## config.mk

```make
export PLATFORM = sky130hd
export DESIGN_NAME = gmii_tx_framer_flat
export DESIGN_NICKNAME = d
export VERILOG_FILES = /design/src/rtl/eth_pkg.sv /design/src/rtl/gmii_tx_framer_if.sv /design/src/rtl/crc32_d8.sv /design/src/rtl/gmii_tx_framer.sv /design/src/flat_wrapper.sv
export SDC_FILE = /design/constraint.sdc
export NUM_CORES = 1
export LEC_CHECK = 0
export BUFFER_PORTS_ARGS = -buffer_cell sky130_fd_sc_hd__buf_4
export CORE_UTILIZATION = 53
export CTS_BUF_LIST = sky130_fd_sc_hd__clkbuf_4
export DETAILED_ROUTE_END_ITERATION = 6
export MAX_ROUTING_LAYER = met4
export PLACE_DENSITY_LB_ADDON = 0.15
export RECOVER_POWER = 25
export SETUP_SLACK_MARGIN = 0.02
export SYNTH_ARGS = -nofsm -noshare
export SYNTH_HDL_FRONTEND = slang
export SYNTH_SLANG_ARGS = --single-unit
```

## constraint.sdc

```tcl
create_clock -name gmii_tx_clk -period 2.4 [get_ports gmii_tx_clk]
set_input_delay 0.36 -clock gmii_tx_clk [delete_from_list [all_inputs] [get_ports gmii_tx_clk]]
set_output_delay 0.36 -clock gmii_tx_clk [all_outputs]
set_load 0.005 [all_outputs]
```

## src/rtl/eth_pkg.sv

```systemverilog
// Shared Ethernet constants and the transmit-framer state encoding.
package eth_pkg;

    localparam logic [7:0]  PREAMBLE_BYTE = 8'h55;
    localparam logic [7:0]  SFD_BYTE      = 8'hD5;
    localparam logic [31:0] CRC32_POLY    = 32'hEDB88320;
    localparam logic [31:0] CRC32_INIT    = 32'hFFFFFFFF;
    localparam logic [31:0] CRC32_RESIDUE = 32'hDEBB20E3;

    localparam int unsigned PRE_LEN = 8;
    localparam int unsigned FCS_LEN = 4;

    typedef enum logic [2:0] {
        IDLE,
        PRE,
        DATA,
        PAD,
        FCS,
        DRAIN,
        IFG
    } tx_state_e;

endpackage

```

## src/rtl/gmii_tx_framer_if.sv

```systemverilog
// Byte stream handshake from the MAC packet buffer into the GMII transmit framer.
interface gmii_tx_framer_if;

    logic [7:0] s_data;
    logic       s_valid;
    logic       s_last;
    logic       s_ready;

    modport master (
        output s_data,
        output s_valid,
        output s_last,
        input  s_ready
    );

    modport slave (
        input  s_data,
        input  s_valid,
        input  s_last,
        output s_ready
    );

endinterface

```

## src/rtl/crc32_d8.sv

```systemverilog
// Byte-wide CRC-32 next-state function (reflected, LSB first); purely combinational.
module crc32_d8
    import eth_pkg::*;
(
    input  logic [31:0] crc_in,
    input  logic [7:0]  data,
    output logic [31:0] crc_out
);

    logic [31:0] c;

    always_comb begin
        c = crc_in ^ {24'h0, data};
        for (int i = 0; i < 8; i++) begin
            c = c[0] ? ((c >> 1) ^ CRC32_POLY) : (c >> 1);
        end
        crc_out = c;
    end

endmodule

```

## src/rtl/gmii_tx_framer.sv

```systemverilog
// GMII transmit framer: preamble/SFD, payload, optional pad + FCS (GMII_TX_FCS_EN), IFG,
// plus the RGMII rise/fall nibble pairs taken straight from the registered GMII outputs.
module gmii_tx_framer
    import eth_pkg::*;
#(
    parameter int unsigned IFG_BYTES   = 12,
    parameter int unsigned MIN_PAYLOAD = 60
) (
    input  logic             gmii_tx_clk,
    input  logic             sys_rst,
    gmii_tx_framer_if.slave  s,
    output logic             gmii_tx_en,
    output logic             gmii_tx_er,
    output logic [7:0]       gmii_tx_data,
    output logic [3:0]       rgmii_txd_rise,
    output logic [3:0]       rgmii_txd_fall,
    output logic             rgmii_ctl_rise,
    output logic             rgmii_ctl_fall,
    output logic             underrun
);

    tx_state_e   state_q;
    logic [7:0]  aux_q;
    logic        tx_en_q;
    logic        tx_er_q;
    logic [7:0]  tx_data_q;
    logic        s_ready_q;
    logic        underrun_q;
    logic        hs;

    assign hs = s.s_valid & s_ready_q;

`ifdef GMII_TX_FCS_EN
    logic [15:0] byte_cnt_q;
    logic [15:0] byte_cnt_inc;
    logic [31:0] crc_q;
    logic [31:0] crc_d;
    logic [7:0]  crc_byte;
    logic [31:0] fcs_word;
    logic [7:0]  fcs_byte;

    assign byte_cnt_inc = (byte_cnt_q == 16'hFFFF) ? byte_cnt_q : byte_cnt_q + 16'd1;
    assign crc_byte     = (state_q == PAD) ? 8'h00 : s.s_data;
    assign fcs_word     = ~crc_q;
    // aux_q counts 0..3 through FCS; transmit least-significant byte first
    assign fcs_byte     = fcs_word[{aux_q[1:0], 3'b000} +: 8];

    crc32_d8 u_crc (
        .crc_in  (crc_q),
        .data    (crc_byte),
        .crc_out (crc_d)
    );
`endif

    always_ff @(posedge gmii_tx_clk) begin
        if (sys_rst) begin
            state_q    <= IDLE;
            aux_q      <= '0;
            tx_en_q    <= 1'b0;
            tx_er_q    <= 1'b0;
            tx_data_q  <= '0;
            s_ready_q  <= 1'b0;
            underrun_q <= 1'b0;
`ifdef GMII_TX_FCS_EN
            byte_cnt_q <= '0;
            crc_q      <= CRC32_INIT;
`endif
        end else begin
            tx_en_q    <= 1'b0;
            tx_er_q    <= 1'b0;
            tx_data_q  <= 8'h00;
            underrun_q <= 1'b0;
            case (state_q)
                IDLE: begin
                    if (s.s_valid) begin
                        state_q   <= PRE;
                        tx_en_q   <= 1'b1;
                        tx_data_q <= PREAMBLE_BYTE;
                        aux_q     <= 8'd1;
`ifdef GMII_TX_FCS_EN
                        byte_cnt_q <= '0;
                        crc_q      <= CRC32_INIT;
`endif
                    end
                end
                PRE: begin
                    tx_en_q <= 1'b1;
                    if (aux_q == 8'(PRE_LEN - 1)) begin
                        // open the input while SFD is on the wire so payload follows with no bubble
                        tx_data_q <= SFD_BYTE;
                        s_ready_q <= 1'b1;
                        aux_q     <= '0;
                        state_q   <= DATA;
                    end else begin
                        tx_data_q <= PREAMBLE_BYTE;
                        aux_q     <= aux_q + 8'd1;
                    end
                end
                DATA: begin
                    tx_en_q <= 1'b1;
                    if (hs) begin
                        tx_data_q <= s.s_data;
`ifdef GMII_TX_FCS_EN
                        byte_cnt_q <= byte_cnt_inc;
                        crc_q      <= crc_d;
`endif
                        if (s.s_last) begin
                            s_ready_q <= 1'b0;
`ifdef GMII_TX_FCS_EN
                            state_q   <= (byte_cnt_inc < 16'(MIN_PAYLOAD)) ? PAD : FCS;
`else
                            state_q   <= IFG;
`endif
                        end
                    end else begin
                        tx_er_q    <= 1'b1;
                        underrun_q <= 1'b1;
                        state_q    <= DRAIN;
                    end
                end
`ifdef GMII_TX_FCS_EN
                PAD: begin
                    tx_en_q    <= 1'b1;
                    byte_cnt_q <= byte_cnt_inc;
                    crc_q      <= crc_d;
                    if (byte_cnt_inc >= 16'(MIN_PAYLOAD)) begin
                        state_q <= FCS;
                    end
                end
                FCS: begin
                    tx_en_q   <= 1'b1;
                    tx_data_q <= fcs_byte;
                    if (aux_q == 8'(FCS_LEN - 1)) begin
                        aux_q   <= '0;
                        state_q <= IFG;
                    end else begin
                        aux_q <= aux_q + 8'd1;
                    end
                end
`endif
                DRAIN: begin
                    if (hs && s.s_last) begin
                        s_ready_q <= 1'b0;
                        state_q   <= IFG;
                    end
                end
                IFG: begin
                    if (aux_q == 8'(IFG_BYTES - 1)) begin
                        aux_q   <= '0;
                        state_q <= IDLE;
                    end else begin
                        aux_q <= aux_q + 8'd1;
                    end
                end
                default: begin
                    state_q   <= IDLE;
                    s_ready_q <= 1'b0;
                    aux_q     <= '0;
                end
            endcase
        end
    end

    assign s.s_ready      = s_ready_q;
    assign gmii_tx_en     = tx_en_q;
    assign gmii_tx_er     = tx_er_q;
    assign gmii_tx_data   = tx_data_q;
    assign underrun       = underrun_q;
    assign rgmii_txd_rise = tx_data_q[3:0];
    assign rgmii_txd_fall = tx_data_q[7:4];
    assign rgmii_ctl_rise = tx_en_q;
    assign rgmii_ctl_fall = tx_en_q ^ tx_er_q;

endmodule

```

## src/flat_wrapper.sv

```systemverilog
// flat-port wrapper written by rule: the top's interface ports become plain ports
module gmii_tx_framer_flat import eth_pkg::*;
#(
    parameter int unsigned IFG_BYTES   = 12,
    parameter int unsigned MIN_PAYLOAD = 60
)
  (gmii_tx_clk, sys_rst, gmii_tx_en, gmii_tx_er, gmii_tx_data, rgmii_txd_rise, rgmii_txd_fall, rgmii_ctl_rise, rgmii_ctl_fall, underrun, s_s_data, s_s_valid, s_s_last, s_s_ready);
  gmii_tx_framer_if s_i ();
  input  logic gmii_tx_clk;
  input  logic sys_rst;
  output logic gmii_tx_en;
  output logic gmii_tx_er;
  output logic [7:0] gmii_tx_data;
  output logic [3:0] rgmii_txd_rise;
  output logic [3:0] rgmii_txd_fall;
  output logic rgmii_ctl_rise;
  output logic rgmii_ctl_fall;
  output logic underrun;
  input wire logic [$bits(s_i.s_data)-1:0] s_s_data;
  input wire logic [$bits(s_i.s_valid)-1:0] s_s_valid;
  input wire logic [$bits(s_i.s_last)-1:0] s_s_last;
  output wire logic [$bits(s_i.s_ready)-1:0] s_s_ready;
  assign s_i.s_data = s_s_data;
  assign s_i.s_valid = s_s_valid;
  assign s_i.s_last = s_s_last;
  assign s_s_ready = s_i.s_ready;
  gmii_tx_framer #(.IFG_BYTES(IFG_BYTES), .MIN_PAYLOAD(MIN_PAYLOAD)) u_core (.gmii_tx_clk(gmii_tx_clk), .sys_rst(sys_rst), .s(s_i), .gmii_tx_en(gmii_tx_en), .gmii_tx_er(gmii_tx_er), .gmii_tx_data(gmii_tx_data), .rgmii_txd_rise(rgmii_txd_rise), .rgmii_txd_fall(rgmii_txd_fall), .rgmii_ctl_rise(rgmii_ctl_rise), .rgmii_ctl_fall(rgmii_ctl_fall), .underrun(underrun));
endmodule
```

==> results of run 1 <==
[metal layers]
| metal | wire length, um | vias to the layer above |
|---|---|---|
| met1 | 1150 | 520 |
| met3 | 232 | 4 |
| met4 | 20 | 0 |
| met5 | 0 | - |
| met2 | 1200 | 56 |
| li1 | - | 549 |
[worst paths after layout]
check                       start                endpoint  slack (ps)  cells after the start
setup / recovery  u_core.aux_q[0]         u_core.aux_q[2]         570                      5
hold / removal        s_s_data[3]  u_core.gmii_tx_data[3]         270                      2
setup reg to reg  u_core.aux_q[0]         u_core.aux_q[2]         570                      5
hold reg to reg   u_core.aux_q[0]         u_core.aux_q[0]         550                      1
[Yosys cell counts, types with 2 or more instances]
cell type	n	area [sq um]
dfxtp_1	22	440
nand2_1	13	48.8
buf_4	10	75.1
nand3_1	10	50.1
nor2_1	9	33.8
a21oi_1	7	35.0
inv_1	6	22.5
o21ai_0	6	30.0
and3_1	5	31.3
nor3_1	4	20.0
a31oi_1	3	18.8
a32oi_1	3	26.3
clkbuf_1	3	11.3
nor4_1	3	18.8
mux2i_1	2	20.0
nand3b_1	2	15.0
nor2b_1	2	12.5
o22ai_1	2	12.5
or3_1	2	12.5
[final cells by class]
type,instances,area [sq um]
clock inverter,1,3.75
multi-input combinational,98,648
tap,27,33.8
fill,185,623
clock buffer,3,22.5
sequential,22,440
inverter,6,22.5
timing repair buffer,33,248
[flip-flops by register name (all words and copies together) (netlist names)]
name / flops
u_core.gmii_tx_er: 1
u_core.s.s_ready: 1
u_core.gmii_tx_data: 8
u_core.state_q: 3
u_core.aux_q: 8
u_core.gmii_tx_en: 1
[per-stage QoR]
step / total power, uW / setup WS, ps / cells / cell area [sq um]
4_1_cts: 1220 / 586 / 190 / 1420
6_report: 1210 / 572 / 190 / 1420
3_5_place_dp: 1050 / 600 / 186 / 1390
2_1_floorplan: 898 / 718 / 141 / 1210
5_1_grt: 1290 / 483 / 190 / 1420
3_3_place_gp: 1040 / 665 / 186 / 1390
[worst max-delay path, stage by stage (launching register included)]
cell and delay (ps):
dfxtp_1 410, ha_1 290, or4b_2 630, nor4_1 170, o21ai_0 100, o2bb2ai_1 140
[placed cells by master, fill, tap and decap left out, types with 2 or more instances in the layout]
cell,synthesis,layout
nand2_1,13,13
a31oi_1,3,3
inv_1,6,6
buf_4,10,22
clkbuf_4,0,14
dfxtp_1,22,22
nand3b_1,2,2
o22ai_1,2,2
nor4_1,3,3
nor2b_1,2,2
o21ai_0,6,6
nor3_1,4,4
a32oi_1,3,3
mux2i_1,2,2
and3_1,5,5
nand3_1,10,10
or3_1,2,2
nor2_1,9,9
a21oi_1,7,7
[power breakdown]
group | internal, uW | total, uW | leakage (uW) | switching [uW]
sequential | 433 | 529 | 0.000179 | 95.9
clock | 60.6 | 168 | 0.0000154 | 108
combinational | 260 | 517 | 0.000380 | 256
total | 754 | 1210 | 0.000575 | 460
[cell families (layout without fill, tap and decap cells)]
kind of cell	count (synthesis)	in the layout	share of synthesized area, %
buffers and inverters	21	43	9.84
multiplexers	2	2	1.66
XOR/XNOR	2	2	1.45
AND/OR/NAND/NOR	60	60	28.1
adder cells (fa/ha/maj)	1	1	1.04
flip-flops	22	22	36.5
AO/OA/AOI/OAI	33	33	21.5
==> out/summary.log, run 1 <==
[logic_synthesis] Post-Syn Nets 154
[timing] setup TNS after final layout 0 ps
[clock_tree] CTS tree built
[logic_synthesis] number of standard cells after synthesis 141
[logic_synthesis] post-synthesis instance area 1210 sq um
[cells_and_area] Finished Core Util 69.5%
[clock_tree] number of sinks driven by the clock tree 22
[power] worst-case vdd ir drop 0.000655 V
[floorplan] effective utilization at floorplan 59.1%
[setup_path] Data required, critical path 2600 ps
[global_routing] global routing met1 resource utilization 31.0%
[routing] post-detailed-route count of antenna-violating nets 0
[timing] unrepaired setup endpoints after global routing no
[logic_synthesis] most frequently used flop master after synthesis dfxtp_1
[global_routing] first-pass GRT wire length 4180 um
[clock_tree] number of cells upsized or downsized after cts 0
[logic_synthesis] share of synthesized registers carrying an async set or reset 0%
[timing] minimum clock period after layout 1830 ps
[floorplan] horizontal die dimension 49.7 um
[global_routing] number of antenna violations at the first check in global routing 0
[routing] via count 1129
[clock_tree] H-tree depth reported by CTS 1
[place] half-perimeter wire length after placement 1970 um
[cells_and_area] Antenna Cells 0
[floorplan] overall die area 2470 sq um
[setup_path] critical path endpoint category register
[cells_and_area] relative area change from synthesis to final layout 17.5%
[setup_path] type of the worst setup path register to register
[routing] via/cell ratio 5.94
[place] Port Buf Inserts 33
[timing] slew at the pin closest to its max-slew limit 509 ps
[global_routing] GRT busiest layer met2
[routing] drt drc 0
[global_routing] GR Layer Usage met3 2.78%
[global_routing] largest net degree at the start of global routing 15
[clock_tree] Clock Root Buffer clkbuf_4
[setup_path] highest net fanout along the worst path 5
[worst_hold_path] class of the worst hold path primary input to register
[clock_tree] Clk Latency, worst-skew pair 300 ps
[timing] Rel. slew slack 65.8%
[global_routing] met2 routing resource usage after global routing 34.0%
[place] routability congestion estimate from global placement 0.914
[clock_tree] buffer count from post-CTS setup fixing 0
[routing] Detailed Routing Iterations Pass 1 4
[timing] Final Cycle Share 76.2%
[global_routing] GRT Residual Overflow 0
[logic_synthesis] average footprint of a synthesized cell 8.56 sq um
[global_routing] total routing usage reported by global routing 22.5%
[cells_and_area] count of nets after finishing 177
[global_routing] vias in the first global route 928
[clock_tree] TritonCTS Buffers 3
[routing] average routed wire per standard cell 13.7 um
[timing] Worst Clk Skew 1.62 ps
[cells_and_area] layout cells sized above 1 28.8%
[logic_synthesis] synthesis-stage register bit count 22
[timing] highest attainable clock frequency 547 MHz
[clock_tree] number of buffers inserted for hold repair after clock tree synthesis 0
[floorplan] Core Area 2040 sq um
[timing] number of failing hold endpoints at the final stage 0
[clock_tree] Bufs on Longest Clock Path 2
[logic_synthesis] share of the yosys chip area belonging to registers 36.5%
[job] maxcap violations 0
[setup_path] Critical Path AT 2030 ps
[logic_synthesis] library cells used by synthesis 46
[logic_synthesis] count of warnings emitted by yosys 0
[floorplan] I/O pin count 34
[power] static leakage power 0.000575 uW
[routing] total detailed-routing wirelength 2600 um
[setup_path] kind of start point of the critical path register
[logic_synthesis] number of enable flip-flop cells after synthesis 0
[clock_tree] clock transition at the registers of the reported paths 120 ps
[floorplan] Rows 16
[power] pwr/cell area 856 nW/um^2
[timing] Post-Route Hold Slack 274 ps
[floorplan] DIE HEIGHT 49.7 um
[outcome] outcome complete, no violations
[timing] max-slew violation count 0
[routing] Detailed Route Iter0 Violations 61
[timing] number of failing setup endpoints in the final timing report 0
No activity file was read; power rests on OpenSTA's default activity.
==> run 2, diff against run 1 <==
- CORE_UTILIZATION: 53 -> 48
- clock period: 2.4 -> 1.6 ns (I/O delays scaled with it)
==> out/summary.log, run 2 (synthesis results as in run 1) <==
[setup_path] slowest stage cell on the critical path dfxtp_1 [was or4b_2]
[routing] total detailed-routing wirelength 2980 um [was 2600 um]
[global_routing] GRT Residual Overflow 0 [unchanged]
[setup_path] Critical Path AT 1780 ps [was 2030 ps]
[setup_path] kind of start point of the critical path register [unchanged]
[power] pwr/cell area 1330 nW/um^2 [was 856 nW/um^2]
[cells_and_area] commonest non-fill, non-tap cells in the layout 41 x buf_4, 17 x dfxtp_1, 13 x nand2_1, 13 x clkbuf_4, 10 x nand3_1 [was 22 x buf_4, 22 x dfxtp_1, 14 x clkbuf_4]
[timing] Rel. slew slack 68.9% [was 65.8%]
[floorplan] overall die area 2720 sq um [was 2470 sq um]
[floorplan] I/O pin count 34 [unchanged]
[routing] via/cell ratio 5.79 [was 5.94]
[setup_path] highest net fanout along the worst path 6 [was 5]
[floorplan] Rows 17 [was 16]
[timing] Final Cycle Share 94.7% [was 76.2%]
[global_routing] first-pass GRT wire length 4910 um [was 4180 um]
[floorplan] DIE HEIGHT 52.2 um [was 49.7 um]
[worst_hold_path] class of the worst hold path primary input to register [unchanged]
[setup_path] register-to-register path setup slack 80 ps [was 570 ps]
[setup_path] critical path endpoint category register [unchanged]
[setup_path] cell class contributing the biggest share of worst-path delay compound AO/OA/AOI/OAI gates [was simple AND/OR/NAND/NOR gates]
[setup_path] type of the worst setup path register to register [unchanged]
[clock_tree] clock transition at the registers of the reported paths 130 ps [was 120 ps]
[routing] average routed wire per standard cell 14.2 um [was 13.7 um]
[timing] slew at the pin closest to its max-slew limit 462 ps [was 509 ps]
[place] cell area after placement 1520 sq um [was 1390 sq um]
[place] Port Buf Inserts 33 [unchanged]
[setup_path] Crit path buffers/inverters 0 [unchanged]
[routing] post-detailed-route count of antenna-violating nets 0 [unchanged]
[global_routing] vias in the first global route 1131 [was 928]
[floorplan] effective utilization at floorplan 52.6% [was 59.1%]
[timing] unrepaired setup endpoints after global routing yes [was no]
[cells_and_area] relative area change from synthesis to final layout 35.1% [was 17.5%]
[clock_tree] CTS tree built [unchanged]
[clock_tree] number of sinks driven by the clock tree 22 [unchanged]
[clock_tree] H-tree depth reported by CTS 1 [unchanged]
[timing] number of failing setup endpoints in the final timing report 0 [unchanged]
[timing] number of failing hold endpoints at the final stage 0 [unchanged]
[power] static leakage power 0.000686 uW [was 0.000575 uW]
[timing] minimum setup slack in the final design 84.4 ps [was 572 ps]
[timing] minimum clock period after layout 1520 ps [was 1830 ps]
[timing] setup TNS after final layout 0 ps [unchanged]
[cells_and_area] most common cell after layout, fill and taps aside buf_4
[place] worst-case setup slack after placement -34.2 ps [was 600 ps]
[floorplan] horizontal die dimension 52.2 um [was 49.7 um]
[setup_path] crit-path max cell delay 390 ps [was 630 ps]
[cells_and_area] layout cells sized above 1 41.4% [was 28.8%]
[clock_tree] Clk Latency, worst-skew pair 320 ps [was 300 ps]
[job] maxcap violations 0 [unchanged]
[routing] Detailed Route Iter0 Violations 31 [was 61]
[cells_and_area] Antenna Cells 0 [unchanged]
[routing] drt drc 0 [unchanged]
[cells_and_area] design area 1630 sq um [was 1420 sq um]
[cells_and_area] count of nets after finishing 195 [was 177]
[timing] highest attainable clock frequency 660 MHz [was 547 MHz]
[global_routing] largest net degree at the start of global routing 14 [was 15]
[setup_path] Data required, critical path 1860 ps [was 2600 ps]
[clock_tree] number of buffers inserted for hold repair after clock tree synthesis 0 [unchanged]
[place] half-perimeter wire length after placement 2180 um [was 1970 um]
[power] worst-case vdd ir drop 0.00115 V [was 0.000655 V]
[global_routing] number of antenna violations at the first check in global routing 0 [unchanged]
[clock_tree] TritonCTS Buffers 3 [unchanged]
[routing] via count 1211 [was 1129]
[clock_tree] Clock Root Buffer clkbuf_4 [unchanged]
[place] routability congestion estimate from global placement 0.916 [was 0.914]
[timing] Worst Clk Skew 4.02 ps [was 1.62 ps]
[setup_path] cells along the critical path nor3_2 -> o2111ai_4 -> a211oi_4 -> mux2i_1 [was ha_1 -> or4b_2 -> nor4_1 -> o21ai_0 -> o2bb2ai_1]
[clock_tree] Bufs on Longest Clock Path 2 [unchanged]
[timing] max-slew violation count 0 [unchanged]
[global_routing] total routing usage reported by global routing 25.2% [was 22.5%]
[routing] Detailed Routing Iterations Pass 1 4 [unchanged]
[outcome] outcome complete, no violations [unchanged]
[floorplan] Core Area 2300 sq um [was 2040 sq um]
run 2: cell types whose count changed in the layout (fill, tap and decap cells not counted), moves of 2 or more:
cell	change
dfxtp_2	+3
buf_4	+19
dfxtp_4	+2
dfxtp_1	-5
run 2: path summary, 6_finish.rpt:
path / from / to / depth (start not counted)
setup / recovery: u_core.aux_q[7] / u_core.state_q[1] / 4
hold / removal: sys_rst / u_core.aux_q[1] / 2
setup reg to reg: u_core.aux_q[7] / u_core.state_q[1] / 4
hold reg to reg: u_core.state_q[0] / u_core.state_q[0] / 2
run 2: report_power, final:
group          total [uW]  internal (uW)  switching, uW  leakage [uW]
clock network         440            254            187     0.0000279
logic                 959            506            453      0.000476
registers             764            662            102      0.000182
total                2160           1420            741      0.000686
run 2: timing repair:
item	in CTS	in global routing
endpoints found under the setup margin	3	10
resized for setup	4	7
pin swaps	1	4
setup buffers	1	2
run 2: final cells by class:
class,instances,area (sq um)
fill,173,666
tap,28,35.0
clock inverter,1,30.0
multi-input combinational,98,687
inverter,6,22.5
timing repair buffer,51,383
clock buffer,3,22.5
sequential,22,452
run 2: through the flow:
step	std cells	util [%]	hold slack, ps	power [uW]
after global placement	202	66.2	466	1670
after floorplan	141	-	305	1360
final	209	71.0	130	2160
after detailed placement	202	66.2	475	1700
after CTS	207	69.4	120	2150
after global routing	209	71.0	118	2320
run 2: layer usage:
| metal | vias to the layer above | part of all wire, % | track usage, % |
|---|---|---|---|
| met5 | - | 0 | - |
| met4 | 0 | 2.5 | 11.8 |
| met3 | 7 | 6.6 | 5.85 |
| met2 | 49 | 51 | 44.4 |
| met1 | 572 | 40 | 26.5 |
| li1 | 583 | - | - |
